## src/rtl/seq_pkg.sv

```systemverilog
// Shared types and default widths for the deck step sequencer.
package seq_pkg;

    // Transport state of the sequencer
    typedef enum logic [1:0] {
        IDLE   = 2'd0,
        RUN    = 2'd1,
        PAUSED = 2'd2
    } seq_state_t;

    // Default divider width (cycles per step) and step index width (16 steps)
    localparam int SEQ_DIV_W  = 24;
    localparam int SEQ_STEP_W = 4;

endpackage

```

## src/rtl/tick_divider.sv

```systemverilog
// Step-length divider: counts 0..P-1 and flags the terminal count on the
// edge where the count wraps. The period is latched on clear and at every
// wrap, so a new period only takes effect at a step boundary.
module tick_divider
    import seq_pkg::*;
#(
    parameter int DIV_W = SEQ_DIV_W
) (
    input  logic             clk,
    input  logic             reset,
    input  logic             clear,
    input  logic             hold,
    input  logic [DIV_W-1:0] period,
    output logic             tc
);

    logic [DIV_W-1:0] cnt_q, cnt_d;
    logic [DIV_W-1:0] per_q, per_d;
    logic             at_end;

    // A period of zero would never terminate, so it behaves as one cycle
    function automatic logic [DIV_W-1:0] eff_period(input logic [DIV_W-1:0] p);
        return (p == '0) ? DIV_W'(1) : p;
    endfunction

    // per_q is never zero, so per_q-1 cannot underflow
    assign at_end = (cnt_q == (per_q - DIV_W'(1)));

    // Terminal count only counts when the divider actually advances this edge
    assign tc = at_end & ~hold & ~clear;

    // Next count and period: clear restarts, hold freezes, else count and wrap
    always_comb begin
        cnt_d = cnt_q;
        per_d = per_q;
        if (clear) begin
            cnt_d = '0;
            per_d = eff_period(period);
        end else if (!hold) begin
            if (at_end) begin
                cnt_d = '0;
                per_d = eff_period(period);
            end else begin
                cnt_d = cnt_q + DIV_W'(1);
            end
        end
    end

    // Divider registers
    always_ff @(posedge clk) begin
        if (reset) begin
            cnt_q <= '0;
            per_q <= DIV_W'(1);
        end else begin
            cnt_q <= cnt_d;
            per_q <= per_d;
        end
    end

endmodule

```

## src/rtl/step_sequencer_ctrl.sv

```systemverilog
// Tempo controller for the deck step counter: transport FSM, step register
// and the step/bar strobes. Step timing comes from tick_divider.
module step_sequencer_ctrl
    import seq_pkg::*;
#(
    parameter int DIV_W  = SEQ_DIV_W,
    parameter int STEP_W = SEQ_STEP_W
) (
    input  logic              clk,
    input  logic              reset,
    input  logic              start,
    input  logic              stop,
    input  logic              pause,
    input  logic [DIV_W-1:0]  tick_period,
    input  logic [STEP_W-1:0] loop_last,
    output logic [STEP_W-1:0] step,
    output logic              step_en,
    output logic              bar_start,
    output logic              running
);

    seq_state_t        state_q, state_d;
    logic [STEP_W-1:0] step_q, step_d;
    logic              step_en_q, step_en_d;
    logic              bar_start_q, bar_start_d;
    logic              running_q, running_d;

    logic div_clear;
    logic div_hold;
    logic tc;

    // Both stop and start rewind the divider to zero
    assign div_clear = stop | start;

    // The divider advances in RUN unless pausing on this edge, and on the edge
    // that resumes from PAUSED; this makes the paused time add exactly to the step
    assign div_hold = ~(((state_q == RUN) && !pause) || ((state_q == PAUSED) && pause));

    tick_divider #(
        .DIV_W (DIV_W)
    ) u_tick_divider (
        .clk    (clk),
        .reset  (reset),
        .clear  (div_clear),
        .hold   (div_hold),
        .period (tick_period),
        .tc     (tc)
    );

    // Next state, step and strobes; command priority is stop > start > pause
    always_comb begin
        state_d     = state_q;
        step_d      = step_q;
        step_en_d   = 1'b0;
        bar_start_d = 1'b0;
        if (stop) begin
            state_d = IDLE;
            step_d  = '0;
        end else if (start) begin
            state_d     = RUN;
            step_d      = '0;
            step_en_d   = 1'b1;
            bar_start_d = 1'b1;
        end else begin
            case (state_q)
                RUN: begin
                    if (pause) begin
                        state_d = PAUSED;
                    end
                end
                PAUSED: begin
                    if (pause) begin
                        state_d = RUN;
                    end
                end
                default: begin
                    state_d = IDLE;
                end
            endcase
            // tc is already qualified by hold/clear, so it marks a real boundary
            if (tc) begin
                step_en_d = 1'b1;
                if (step_q >= loop_last) begin
                    step_d      = '0;
                    bar_start_d = 1'b1;
                end else begin
                    step_d = step_q + STEP_W'(1);
                end
            end
        end
        running_d = (state_d == RUN);
    end

    // Registered FSM state and outputs
    always_ff @(posedge clk) begin
        if (reset) begin
            state_q     <= IDLE;
            step_q      <= '0;
            step_en_q   <= 1'b0;
            bar_start_q <= 1'b0;
            running_q   <= 1'b0;
        end else begin
            state_q     <= state_d;
            step_q      <= step_d;
            step_en_q   <= step_en_d;
            bar_start_q <= bar_start_d;
            running_q   <= running_d;
        end
    end

    assign step      = step_q;
    assign step_en   = step_en_q;
    assign bar_start = bar_start_q;
    assign running   = running_q;

endmodule

```

## config.mk

```make
export PLATFORM = sky130hd
export DESIGN_NAME = step_sequencer_ctrl
export DESIGN_NICKNAME = d
export VERILOG_FILES = /design/src/rtl/seq_pkg.sv /design/src/rtl/tick_divider.sv /design/src/rtl/step_sequencer_ctrl.sv
export SDC_FILE = /design/constraint.sdc
export NUM_CORES = 1
export LEC_CHECK = 0
export ABC_AREA = 0
export BUFFER_PORTS_ARGS = -buffer_cell sky130_fd_sc_hd__buf_4
export CAP_MARGIN = 20
export CORE_MARGIN = 2
export CORE_UTILIZATION = 35
export DETAILED_ROUTE_END_ITERATION = 12
export MAX_ROUTING_LAYER = met4
export SETUP_SLACK_MARGIN = 0.5
export SLEW_MARGIN = 20
export SYNTH_ARGS = -nofsm -noshare
export SYNTH_HDL_FRONTEND = slang
export SYNTH_SLANG_ARGS = --single-unit
```

## constraint.sdc

```tcl
create_clock -name clk -period 6.4 [get_ports clk]
set_input_delay 0.32 -clock clk [delete_from_list [all_inputs] [get_ports clk]]
set_output_delay 0.32 -clock clk [all_outputs]
set_load 0.01 [all_outputs]
```

==> Word-level counts from Yosys, hierarchy flattened <==
Cells that the tools add are included.
{ "word_totals": {"regBits": 57, "input_bits": 33, "out_inout_bits": 7} }
{ "op_classes": {"addsub": 3, "magnitude_cmp": 1, "n_eq_ne": 4, "n_mux": 16, "bitwise_logic": 4, "reduce_logical": 11} }
{ "op_table": {"columns": ["operator", "count"], "rows": [
  ["$mux 24", 5],
  ["$add 24x1->24 const B", 1],
  ["$eq 24x24->1", 1],
  ["$logic_not 24->1", 1],
  ["$sub 24x1->24 const B", 1],
  ["$mux 2", 4],
  ["$mux 1", 5],
  ["$add 4x1->4 const B", 1],
  ["$eq 2x1->1 const B", 2],
  ["$ge 4x4->1", 1],
  ["$mux 4", 1],
  ["$pmux 2 s2", 1],
  ["$reduce_bool 2->1", 2],
  ["$reduce_or 2->1", 2],
  ["$reduce_or 3->1", 1],
  ["$and 1x1->1", 2],
  ["$eq 2x2->1 const B", 1],
  ["$logic_and 1x1->1", 2],
  ["$reduce_and 2->1", 1],
  ["$logic_not 1->1", 1],
  ["$logic_or 1x1->1", 1],
  ["$not 1->1", 1],
  ["$or 1x1->1", 1]
]} }

==> Logic depth before layout (Yosys ltp) <==
{ "logic_depth": {"depth_word": 7, "ltp_mapped": 11} }

==> Cells and area by module <==
Synthesis repeated with hierarchy kept, for this count alone.
{ "unflattened": {"cells_unflattened": 537, "hier_area_um2": 4311.6} }
{ "modules_own_cells": {"columns": ["mod", "n_inst", "cells_per_inst", "area_per_inst_um2"], "rows": [
  ["tick_divider", 1, 478, 3754.9],
  ["step_sequencer_ctrl", 1, 59, 556.8]
]} }

==> Worst setup path before layout <==
OpenSTA, ideal clock, no wires.
{ "synth_timing": {"kind": "register to register", "start": "register u_tick_divider.per_q[4]", "end": "register step_q[3], in the netlist step[3]", "arrival_ns": 3.251, "path_slack_ns": 3.079, "stages_incl_launch_ff": 10, "n_path_buf": 1, "period_less_slack_ns": 3.321, "cell_sequence": "dfxtp_1 or4_1 buf_2 or4_4 or3_1 a22oi_2 nand2_1 or4_4 or4_1 a21oi_1"} }
{ "synth_via": {"elab_chain_cells": 4} }
{ "synth_rtl": {"columns": ["element", "line_no", "rtl"], "rows": [
  ["start, declared", "tick_divider.sv:18", "logic [DIV_W-1:0] per_q, per_d;"],
  ["start signal, assigned", "tick_divider.sv:56", "per_q <= per_d;"],
  ["$sub 24x1->24", "tick_divider.sv:27", "assign at_end = (cnt_q == (per_q - DIV_W'(1)));"],
  ["$eq 24x24->1", "tick_divider.sv:27", null],
  ["$and 1x1->1 (2 in series)", "tick_divider.sv:30", "assign tc = at_end & ~hold & ~clear;"],
  ["end signal, assigned", "step_sequencer_ctrl.sv:104", "step_q <= step_d;"],
  ["end, declared", "step_sequencer_ctrl.sv:23", "logic [STEP_W-1:0] step_q, step_d;"]
]} }
Every way passes these cells.
A chain may end at the register's enable or synchronous reset.

==> Worst setup path after layout <==
{ "layout_timing": {"start": "register u_tick_divider.per_q[4]", "end": "register u_tick_divider.cnt_q[23]"} }
{ "layout_via": {"elab_chain_cells": 3} }
{ "layout_rtl": {"columns": ["element", "line_no", "rtl"], "rows": [
  ["$sub 24x1->24", "tick_divider.sv:27", null],
  ["$eq 24x24->1", "tick_divider.sv:27", null],
  ["$mux 24", "tick_divider.sv:40", "if (at_end) begin"],
  ["end signal, assigned", "tick_divider.sv:55", "cnt_q <= cnt_d;"],
  ["end, declared", "tick_divider.sv:17", "logic [DIV_W-1:0] cnt_q, cnt_d;"]
]} }
Every way passes these cells.

==> results.md <==
* Outcome: completed
* Final Hold Viols at 0
* Final setup violation count at 0
* First-pass GRT wire length at 13400 um
* Worst-path clk slew at 0.07 ns
* Cells after Synth at 400
* Slowest stage cell, crit path: nand2b_1
* Syn_area_per_cell at 8.35 um^2
* Sequential share of the synthesized area at 34.2%
* Max frequency at 0.271 GHz
* R2r endpoint: u_tick_divider.cnt_q[23]$_SDFFE_PP0P_
* Die Y at 102 um
* Residual DRC count at 0
* Clock Latency Late Sink at 0.34 ns
* Max Clock Skew at 0.00817 ns
* Crit path DAT at 3.88 ns
* DRT Wirelength at 7910 um
* P_leak at 1.44 nW
* Max-Cap Viols at 0
* CTS H-tree lvls at 3
* Ports at 40
* Synth area leader: dfxtp_1
* Worst EP required at 6.59 ns
* Row Count at 35
* Synth unique cells at 51
* Drt first pass iters at 4
* Largest stage delay on the critical path at 0.69 ns
* Hold Path Sink: bar_start$_SDFF_PP0_
* Hold Path Depth at 2
* Setup TNS at 0 ns
* Synth Net Count at 442
* Maximum clock path buffer count at 2
* Largest net degree at the start of global routing at 30
* Vias per inst at 5.03
* Type of origin of the critical path: flip-flop
* R2R Setup Slk at 2.71 ns
* Period utilisation layout at 57.7%
* Area Overhead vs Synth at 17.4%
* Syn Std Cell Area at 3340 um^2
* Tot Pwr at 0.794 mW
* Number of synthesized flops with an enable pin at 0
* Antenna-violating nets left at 0
* GP Congestion at 0.922
* Unrepaired setup endpoints after global routing: no
* Die Footprint at 10300 um^2
* Post-CTS setup buffers at 0
* Crit path capture type: flip-flop
* Kind of critical path: flip-flop to flip-flop
* Post-synth top flop: dfxtp_1
* Starting density of the core at 36.1%
* CP Launch Point: u_tick_divider.per_q[4]$_SDFFE_PP0P_
* Hold-fix buffers at CTS at 0
* Cts repair resizes at 0
* Filler cells at 944
* P per Cell Area at 203 nW/um^2
* Slew headroom at 43.7%
* Die X-Extent at 102 um
* Async SR Flop Fraction at 0%
* Initial antenna violation count at 0
* Total track usage at 16.9%
* Share of layout cells above drive strength 1 at 15.0%
* Maximum vdd drop at 0.0897 mV
* Hold Crit Class: primary input to flip-flop
* CTS Buf Count at 9
* Drt wl/cell at 13.9 um
* RR Startpoint: u_tick_divider.per_q[4]$_SDFFE_PP0P_
* Slew @ Worst Pin at 0.845 ns
* Vias in the first global route at 2807
* Final HPWL DP at 6030 um
* CTS tree: yes
* Antenna diode count at 0
* Critical hold path startpoint: stop
* Critical path cell sequence: or4_1 > or4_4 > or3_1 > o21ai_1 > nor4b_4 > nand3_1 > nand2b_1 > nor2_1
* Slew Viols, Final at 0
* #FFs+latches synth at 57
* Post-layout net count at 478
* Overflow after GRT at 0
* YS warnings at 0
* Share of the synthesized area in the top cell type at 34.2%
* Clock sinks at 57
* Via count at 2864
* Top cells by area, synth: dfxtp_1, nor2_1, mux2i_1
* Core ar. at 9240 um^2
* Number of DRC markers in iteration 0 at 91
* Worst Path Max Fanout at 23
* Port-buffer cells at 39
* Clock root cell: clkbuf_8
* Final min period at 3.69 ns
* Reg2reg path depth at 8
area by class of cell:
| type | count | area, um^2 | share of cell area, % |
|---|---|---|---|
| Clock inverter | 3 | 15.0 | 0.383 |
| Tap cell | 129 | 161 | 4.12 |
| Multi-Input combinational cell | 308 | 2060 | 52.6 |
| Sequential cell | 57 | 1140 | 29.1 |
| Inverter | 20 | 75.1 | 1.92 |
| Timing Repair Buffer | 40 | 300 | 7.66 |
| Clock buffer | 12 | 165 | 4.21 |
per-layer routing:
| metal | GRT usage [%] | up-vias | share of wire [%] |
|---|---|---|---|
| li1 | - | 1490 | - |
| met1 | 20.6 | 1330 | 47 |
| met2 | 27.7 | 35 | 49 |
| met3 | 3.52 | 9 | 3.1 |
| met4 | 5.61 | 0 | 1.4 |
| met5 | - | - | 0 |
worst max-delay path, delay by kind of cell, from the launching register on:
| kind | cells | cell delay, ns |
|---|---|---|
| and+or+nand+nor | 7 | 3.02 |
| AOI/OAI and AO/OA | 1 | 0.17 |
| DFF | 1 | 0.36 |
layout by cell type, fill, tap and decap left out, types with 3 or more instances in the layout:
cell type,instances
buf_4,40
a21oi_1,16
and3_1,3
nand2_1,14
clkinv_2,3
o21ai_0,11
or4_1,6
nor3_1,12
mux2i_1,24
dfxtp_1,57
nor2_1,65
nand4_1,9
nand3b_1,4
xnor2_1,26
or3_1,8
inv_1,20
nand3_1,14
nor4_1,16
clkbuf_8,12
a21boi_0,3
nand2b_1,6
ha_1,9
xor2_1,23
worst max path at each step:
stage,to,slack [ns]
global placement,u_tick_divider.cnt_q[5]$_SDFFE_PP0P_,2.75
finish,u_tick_divider.cnt_q[23]$_SDFFE_PP0P_,2.71
global route,u_tick_divider.cnt_q[9]$_SDFFE_PP0P_,2.31
detailed placement,u_tick_divider.cnt_q[23]$_SDFFE_PP0P_,2.67
CTS,u_tick_divider.cnt_q[23]$_SDFFE_PP0P_,2.67
floorplan,step[3]$_SDFFE_PP0P_,3.08
cell families (layout without fill, tap and decap cells):
kind of cell             Yosys count  count (layout)  synth area share [%]
flip-flops                        57              57                  34.2
AND/OR/NAND/NOR                  173             173                  27.4
buffers and inverters             35              75                  4.05
multiplexers                      25              25                  7.53
AO/OA/AOI/OAI                     52              52                  10.6
adder cells (fa/ha/maj)            9               9                  3.37
XOR/XNOR                          49              49                  12.9
state kept, by name, indices dropped and copies added, names as in the netlist:
name and flops:
u_tick_divider.cnt_q 24, state_q 2, step 4, u_tick_divider.per_q 24, step_en 1, running 1
bar_start 1
report_power, final:
part / switching (mW) / internal [mW]
registers: 0.0159 / 0.366
logic: 0.0544 / 0.0504
clock network: 0.140 / 0.168
stage by stage:
stage / std cells / hold WS (ns) / utilization [%] / cell area, um^2 / setup WS [ns]
after floorplan: 400 / 0.399 / - / 3340 / 3.08
after global placement: 554 / 0.489 / 40.5 / 3740 / 2.75
after detailed placement: 554 / 0.506 / 40.5 / 3740 / 2.67
after CTS: 569 / 0.198 / 42.4 / 3920 / 2.67
after global routing: 569 / 0.199 / 42.4 / 3920 / 2.31
final: 569 / 0.209 / 42.4 / 3920 / 2.71
Yosys cell counts, types with 3 or more instances:
cell       n
and3_1     3
dfxtp_1   57
nand4_1    9
nand3_1   14
or4_1      6
inv_1     20
xnor2_1   26
xor2_1    23
o21ai_0   11
clkbuf_1  10
or3_1      8
nor3_1    12
nor4_1    16
mux2i_1   24
a21oi_1   16
nor2_1    65
buf_2      3
nand2_1   14
nand3b_1   4
a21boi_0   3
ha_1       9
nand2b_1   6
Power figures use the tool's default switching activity.
